**src/rtl/pci_arbiter_if.sv**
```systemverilog
// Shared PCI arbitration signals: active-low request/grant plus monitored FRAME/IRDY.
// slave = arbiter side, master = bus agents side.
interface pci_arbiter_if;
    logic [3:0] request;
    logic       iframe;
    logic       iready;
    logic [3:0] grant;
    logic [1:0] bus_owner;
    logic       owner_valid;

    modport slave (
        input  request, iframe, iready,
        output grant, bus_owner, owner_valid
    );

    modport master (
        output request, iframe, iready,
        input  grant, bus_owner, owner_valid
    );
endinterface

```
**src/rtl/pci_arbiter.sv**
```systemverilog
// Purpose: 4-master round-robin PCI bus arbiter; optional grant timeout under PCI_ARB_TIMEOUT_EN.
// Latency: grant issued one clk edge after a request is seen in IDLE; release costs one TURN cycle.
// Backpressure: a granted master keeps the bus while FRAME/IRDY are active; new requests wait for IDLE.
module pci_arbiter #(
    parameter int TIMEOUT_CYCLES = 16
) (
    input  logic              clk,
    input  logic              reset,
    pci_arbiter_if.slave      bus
);

    typedef enum logic [1:0] {
        IDLE  = 2'd0,
        GRANT = 2'd1,
        BUSY  = 2'd2,
        TURN  = 2'd3
    } state_t;

    state_t     state, state_nxt;
    logic [3:0] grant_q, grant_nxt;
    logic [1:0] owner_q, owner_nxt;
    logic [1:0] ptr_q, ptr_nxt;
    logic [1:0] winner, cand;
    logic       any_req;
    logic       frame_act, irdy_act, owner_req;
    logic       timed_out;

    // Only a clean logic 0 counts as asserted; X/Z on the shared bus reads as idle.
    always_comb begin
        frame_act = 1'b0;
        irdy_act  = 1'b0;
        owner_req = 1'b0;
        if (bus.iframe == 1'b0)           frame_act = 1'b1;
        if (bus.iready == 1'b0)           irdy_act  = 1'b1;
        if (bus.request[owner_q] == 1'b0) owner_req = 1'b1;
    end

    // Scan from the highest offset down so the lowest offset from ptr wins.
    always_comb begin
        any_req = 1'b0;
        winner  = ptr_q;
        cand    = ptr_q;
        for (int k = 3; k >= 0; k--) begin
            cand = ptr_q + 2'(k);
            if (bus.request[cand] == 1'b0) begin
                any_req = 1'b1;
                winner  = cand;
            end
        end
    end

`ifdef PCI_ARB_TIMEOUT_EN
    localparam int CW = $clog2(TIMEOUT_CYCLES + 1);
    logic [CW-1:0] cnt_q, cnt_nxt;

    assign timed_out = (cnt_q == CW'(TIMEOUT_CYCLES - 1));

    always_comb begin
        cnt_nxt = cnt_q;
        if (state == IDLE && any_req)
            cnt_nxt = '0;
        else if (state == GRANT)
            cnt_nxt = cnt_q + 1'b1;
    end

    always_ff @(posedge clk or posedge reset) begin
        if (reset) cnt_q <= '0;
        else       cnt_q <= cnt_nxt;
    end
`else
    // GRANT never times out in this build; the parameter stays referenced for a uniform interface.
    assign timed_out = (TIMEOUT_CYCLES < 0);
`endif

    always_comb begin
        state_nxt = state;
        grant_nxt = grant_q;
        owner_nxt = owner_q;
        ptr_nxt   = ptr_q;
        case (state)
            IDLE: begin
                if (any_req) begin
                    grant_nxt = ~(4'b0001 << winner);
                    owner_nxt = winner;
                    ptr_nxt   = winner + 2'd1;
                    state_nxt = GRANT;
                end
            end
            GRANT: begin
                if (frame_act) begin
                    state_nxt = BUSY;
                end else if (!owner_req || timed_out) begin
                    grant_nxt = 4'b1111;
                    state_nxt = TURN;
                end
            end
            BUSY: begin
                if (!frame_act && !irdy_act) begin
                    grant_nxt = 4'b1111;
                    state_nxt = TURN;
                end
            end
            TURN: begin
                grant_nxt = 4'b1111;
                state_nxt = IDLE;
            end
            default: begin
                grant_nxt = 4'b1111;
                state_nxt = IDLE;
            end
        endcase
    end

    // Async reset drops every grant the moment reset rises.
    always_ff @(posedge clk or posedge reset) begin
        if (reset) begin
            state   <= IDLE;
            grant_q <= 4'b1111;
            owner_q <= 2'd0;
            ptr_q   <= 2'd0;
        end else begin
            state   <= state_nxt;
            grant_q <= grant_nxt;
            owner_q <= owner_nxt;
            ptr_q   <= ptr_nxt;
        end
    end

    assign bus.grant       = grant_q;
    assign bus.bus_owner   = owner_q;
    assign bus.owner_valid = ~&grant_q;

endmodule

```
**src/flat_wrapper.sv**
```systemverilog
// flat-port wrapper written by rule: the top's interface ports become plain ports
module pci_arbiter_flat 
#(
    parameter int TIMEOUT_CYCLES = 16
)
  (clk, reset, bus_request, bus_iframe, bus_iready, bus_grant, bus_bus_owner, bus_owner_valid);
  pci_arbiter_if bus_i ();
  input  logic clk;
  input  logic reset;
  input wire logic [$bits(bus_i.request)-1:0] bus_request;
  input wire logic [$bits(bus_i.iframe)-1:0] bus_iframe;
  input wire logic [$bits(bus_i.iready)-1:0] bus_iready;
  output wire logic [$bits(bus_i.grant)-1:0] bus_grant;
  output wire logic [$bits(bus_i.bus_owner)-1:0] bus_bus_owner;
  output wire logic [$bits(bus_i.owner_valid)-1:0] bus_owner_valid;
  assign bus_i.request = bus_request;
  assign bus_i.iframe = bus_iframe;
  assign bus_i.iready = bus_iready;
  assign bus_grant = bus_i.grant;
  assign bus_bus_owner = bus_i.bus_owner;
  assign bus_owner_valid = bus_i.owner_valid;
  pci_arbiter #(.TIMEOUT_CYCLES(TIMEOUT_CYCLES)) u_core (.clk(clk), .reset(reset), .bus(bus_i));
endmodule
```
**config.mk**
```make
export PLATFORM = sky130hd
export DESIGN_NAME = pci_arbiter_flat
export DESIGN_NICKNAME = d
export VERILOG_FILES = /design/src/rtl/pci_arbiter_if.sv /design/src/rtl/pci_arbiter.sv /design/src/flat_wrapper.sv
export SDC_FILE = /design/constraint.sdc
export NUM_CORES = 1
export LEC_CHECK = 0
export CAP_MARGIN = 20
export CORE_MARGIN = 4
export CORE_UTILIZATION = 30
export CTS_CLUSTER_DIAMETER = 80
export CTS_CLUSTER_SIZE = 28
export DETAILED_ROUTE_END_ITERATION = 10
export HOLD_SLACK_MARGIN = 0.06
export REMOVE_ABC_BUFFERS = 1
export SLEW_MARGIN = 5
export SYNTH_ARGS = -nofsm -noshare
export SYNTH_HDL_FRONTEND = slang
export SYNTH_SLANG_ARGS = --single-unit
```
**constraint.sdc**
```tcl
create_clock -name clk -period 1.7 [get_ports clk]
set_input_delay 0.34 -clock clk [delete_from_list [all_inputs] [get_ports clk]]
set_output_delay 0.34 -clock clk [all_outputs]
set_load 0.1 [all_outputs]
```
## Word level (Yosys, flattened, before mapping)

Index checks and enable logic that the tools add are counted.

- Output and inout bits: 7
- Memories kept: 0
- Memory bits (read-only): 0
- Bits in latches: 0
- Memory bits (writable): 0
- Register bits: 10
- Input bits: 8

- Bitwise logic cells: 1
- Multiplexer cells: 28
- Shift-type cells: 1
- $mul: 0
- $lt $le $gt $ge: 5
- Add/sub/neg operators: 4
- Equal/unequal tests: 8
- Reductions and logical operators: 7
- Divide/modulo/power cells: 0

Operator list:

| operator | count |
|---|---|
| $mux W2 | 8 |
| $mux W4 | 4 |
| $pmux W4 S4 | 1 |
| $lt A2 B3 Y1 const B | 5 |
| $bmux W1 S2 | 5 |
| $mux W1 | 9 |
| $pmux W2 S4 | 1 |
| $reduce_and A4 Y1 | 2 |
| $ne A2 B1 Y1 const B | 3 |
| $add A2 B1 Y2 const B | 2 |
| $add A2 B2 Y2 const B | 2 |
| $eq A2 B2 Y1 const B | 2 |
| $not A4 Y4 | 1 |
| $shl A1 B2 Y4 const A | 1 |
| $ne A3 B2 Y1 const B | 1 |
| $reduce_and A3 Y1 | 1 |
| $eq A2 B1 Y1 const B | 1 |
| $logic_not A2 Y1 | 1 |
| $ne A2 B2 Y1 const B | 1 |
| $reduce_and A2 Y1 | 1 |
| $logic_and A1 B1 Y1 | 1 |
| $logic_not A1 Y1 | 1 |

## Longest topological paths before layout

Gate-level depths: netlist of run 1.

- Depth after elaboration: 11
- Mapped depth: 7
- Depth with buffers taken out: 7

## Worst setup path after synthesis of run 1

Ideal clock, no wire load.

- Path kind: reg-to-reg
- Start point: register u_core.owner_q[0], in the netlist u_core.bus.bus_owner[0]
- End point: register u_core.state[1]
- Path buffers: 0
- Cell stages (with the launch flop): 5
- Arrival time: 2.173 ns
- Setup slack: -0.598 ns
- Clock period less this slack: 2.298 ns
- Library setup time: 0.125 ns
- Cells stage by stage: dfrtp_1 -> mux4_1 -> nor2b_1 -> a221o_2 -> mux2_4

- Longest elaborated chain between the ends: 4

Ends and longest elaborated chain:

| element | RTL line | RTL |
|---|---|---|
| start: declaration | pci_arbiter.sv:21 | `logic [1:0] owner_q, owner_nxt;` |
| start signal: assignment | pci_arbiter.sv:124 | `owner_q <= owner_nxt;` |
| $bmux W1 S2 | pci_arbiter.sv:35 | `if (bus.request[owner_q] == 1'b0) owner_req = 1'b1;` |
| $mux W1 (implied by the code) | pci_arbiter.sv:35 |  |
| $ne A3 B2 Y1 (no source line) | -- |  |
| $reduce_and A3 Y1 (no source line) | -- |  |
| end signal: assignment | pci_arbiter.sv:122 | `state <= state_nxt;` |
| end: declaration | pci_arbiter.sv:19 | `state_t state, state_nxt;` |

Every way passes these cells. The select of a mux whose other input is x is not followed.
A chain may end at the register's enable or synchronous reset.

## Final worst setup path of run 1

- Start point: register u_core.state[1]
- End point: register u_core.state[1]

- Longest elaborated chain between the ends: 3
- Elaborated cells on any way between the ends: 9
- Those cells by class: eq/ne (6); mux (1); reduce/logical (2)

Ends and longest elaborated chain:

| element | RTL line | RTL |
|---|---|---|
| $eq A2 B1 Y1 (tied with other cells) | pci_arbiter.sv:80 | `case (state)` |
| $ne A3 B2 Y1 (no source line) or $ne A2 B1 Y1 (tied branches) | -- |  |
| $reduce_and A3 Y1 (no source line) | -- |  |

Parallel ways exist; a longest one is shown, timed or not.

==> qor.txt, run 1 <==
RR Endpoint: u_core.state[1]
Avg Inst Size Synth: 9.38 um2
Post-Synthesis Cells: 68
# clock sinks: 10
Max clock buf depth: 2
Die Ht: 54.1 um
Final Skew: 0.00758 ns
final setup violation count: 0
DR WL/cell: 12.5 um
final net count: 110
max cap viols: 0
Routed Antenna Nets: 0
first-pass GRT wire length: 2560 um
DIE AREA: 2930 um2
HP Class: in2async
Remaining DRCs: 0
Crit-path slowest cell: a221o_2
R2R setup slack: 0.08 ns
peak per-stage delay on the critical path: 0.40 ns
Arr. time, crit path: 1.77 ns
Vias: 608
Bufs and invs on worst path: 1
Largest delay share family, worst path: compound AO/OA/AOI/OAI gates
root buffer cell: clkbuf_4
Slew headroom: 72.8%
Diodes inserted: 0
total grt overflow: 0
share of cells above drive strength 1: 38.8%
Reg2Reg Depth: 5
initial core utilization: 32.2%
initial antenna violation count: 0
Port Buffers: 14
Hold Vio Cnt, Final: 0
highest clock rate: 617 MHz
largest net degree at the start of global routing: 11
Finished Cell Area: 1050 um2
clock period minus final worst setup slack: 1.62 ns
IO Pins: 15
total CTS buffers: 3
final WL: 1560 um
RSZ-0062 raised after global routing: no
Critical Path End Type: flip-flop
#FFs+latches synth: 10
std cell rows: 16
Core Area: 1980 um2
critical path class: reg2reg
area added between synthesis and finish: 63.9%
vias in the first global route: 587
routability cong.: 0.807
Reg clk slew, reported paths: 0.07 ns
TritonRoute pass-1 iters: 4
crit path launch type: flip-flop
Max Slew Vio Count: 0
routed vias/inst: 4.86
HPWL Detailed: 1180 um
dpl cell area: 957 um2
YS warnings: 0
register area share after synthesis: 40.0%
CTS H-tree lvls: 1
final worst path period share: 95.3%
critical path required time: 1.86 ns
die width: 54.1 um
worst-skew pair later-pin latency: 0.27 ns
CTS tree: yes
Netlist Area Pre-Place: 638 um2
RR Startpoint: u_core.state[1]
setup TNS: 0 ns
Max FO, Critical Path: 4
outcome: completed
synth unique cells: 29
Iter 0 DRT Violations: 16
Least-Margin Pin Slew: 0.408 ns
gr usage total: 12.2%
Critical Path, Cell by Cell: inv_1 > ha_2 > nor2b_2 > a221o_2 > mux2_4
==> layout make-up <==
| class | count | area (um2) |
|---|---|---|
| inverters | 6 | 22.5 |
| multi-input cells | 52 | 377 |
| clock buffers | 4 | 36.3 |
| well taps | 27 | 33.8 |
| flip-flops and latches | 10 | 255 |
| fillers | 176 | 936 |
| repair buffers | 26 | 322 |
==> metrics by stage <==
stage | worst slack, ns | utilization, % | hold WS (ns) | instances
3_3_place_gp | -0.301 | 48.3 | 0.504 | 119
6_report | 0.0803 | 52.8 | 0.358 | 125
4_1_cts | 0.00844 | 50.6 | 0.365 | 123
5_1_grt | 0.0216 | 52.8 | 0.384 | 125
3_5_place_dp | -0.364 | 48.3 | 0.511 | 119
2_1_floorplan | -0.598 | - | 0.177 | 68
==> cell usage in the layout (no fill, tap or decap), types with 3 or more instances in the layout <==
master	synthesis	routed
buf_12	0	7
dlymetal6s2s_1	0	4
o21ai_0	5	5
clkbuf_4	0	3
dfstp_2	4	4
dfrtp_1	6	6
a21oi_1	4	3
clkdlybuf4s50_1	0	3
inv_1	6	6
o22ai_1	4	4
buf_4	0	9
nand2_1	9	9
buf_6	0	3
==> what timing repair did <==
| action | 4_1_cts | 5_1_grt |
|---|---|---|
| endpoints found under the setup margin | 6 | 5 |
| hold buffers | 0 | 0 |
| pin swaps | 2 | 2 |
| resized for setup | 4 | 9 |
| buffers inserted | 0 | 2 |
==> registers in the layout (all words and copies together) (netlist names) <==
| name | count |
|---|---|
| u_core.ptr_q | 2 |
| u_core.bus.bus_owner | 2 |
| u_core.bus.grant | 4 |
| u_core.state | 2 |
==> synthesized netlist by cell type, drive strengths merged <==
cell type  number  share of area [%]
nand4           1               0.98
or2b            1                1.2
a31oi           2                2.0
mux2i           1                1.6
mux2            1                2.4
nor3b           2                2.4
nor2b           1               0.98
mux4            1                4.1
dfstp           4                 16
nand2b          2                2.0
nand3           1               0.78
dfrtp           6                 24
a211o           1                1.6
a21oi           4                3.1
nor2            2                1.2
or2             2                2.0
o22ai           4                3.9
nor3            1               0.78
o21ai           6                4.7
and4            1                1.4
inv             6                3.5
a21o            2                2.4
a221o           1                1.8
o21a            1                1.2
nand2           9                5.3
ha              3                5.9
a211oi          2                3.1
==> worst max path at each step <==
| stage | from | to | slack (ns) | depth (start not counted) |
|---|---|---|---|---|
| finish | u_core.state[1] | u_core.state[1] | 0.08 | 5 |
| global route | u_core.bus.bus_owner[0] | u_core.state[1] | 0.02 | 4 |
| CTS | bus_request[3] | u_core.state[1] | 0.008 | 5 |
| detailed placement | bus_request[1] | u_core.ptr_q[1] | -0.36 | 7 |
| global placement | bus_request[1] | u_core.state[1] | -0.30 | 5 |
| floorplan | u_core.bus.bus_owner[0] | u_core.state[1] | -0.60 | 4 |
==> logic make-up (layout without fill, tap and decap cells) <==
group | after synthesis | in the layout | synth area share [%]
AO/OA/AOI/OAI | 23 | 23 | 23.7
adder cells (fa/ha/maj) | 3 | 3 | 5.88
buffers and inverters | 6 | 36 | 3.53
flip-flops | 10 | 10 | 40.0
multiplexers | 3 | 3 | 8.04
AND/OR/NAND/NOR | 23 | 23 | 18.8
==> per-layer routing <==
layer  GRT usage (%)  up-vias  wire [um]
li1                -      308          -
met1            13.8      281        680
met2            20.1       17        797
met3            4.71        2         72
met4            5.39        0          8
met5               0        -          0
==> worst register-to-register path, stage by stage (launching register included) <==
cell	delay (ns)
dfrtp_1	0.39
inv_1	0.08
ha_2	0.19
nor2b_2	0.16
a221o_2	0.40
mux2_4	0.30
Power of run 1 is not shown: default switching activity piles up to over one toggle a cycle in this logic, so the estimate is an artifact.
==> inputs of run 2 (changes only) <==
--- a/config.mk
+++ b/config.mk
@@ -11,6 +11,7 @@
 export CTS_CLUSTER_DIAMETER = 80
 export CTS_CLUSTER_SIZE = 28
 export DETAILED_ROUTE_END_ITERATION = 10
+export GPL_ROUTABILITY_DRIVEN = 0
 export HOLD_SLACK_MARGIN = 0.06
 export REMOVE_ABC_BUFFERS = 1
 export SLEW_MARGIN = 5
==> results of run 2 <==
Final layout, timing and power as in run 1 (identical DEF).
Power of run 2 is left out for the same reason.
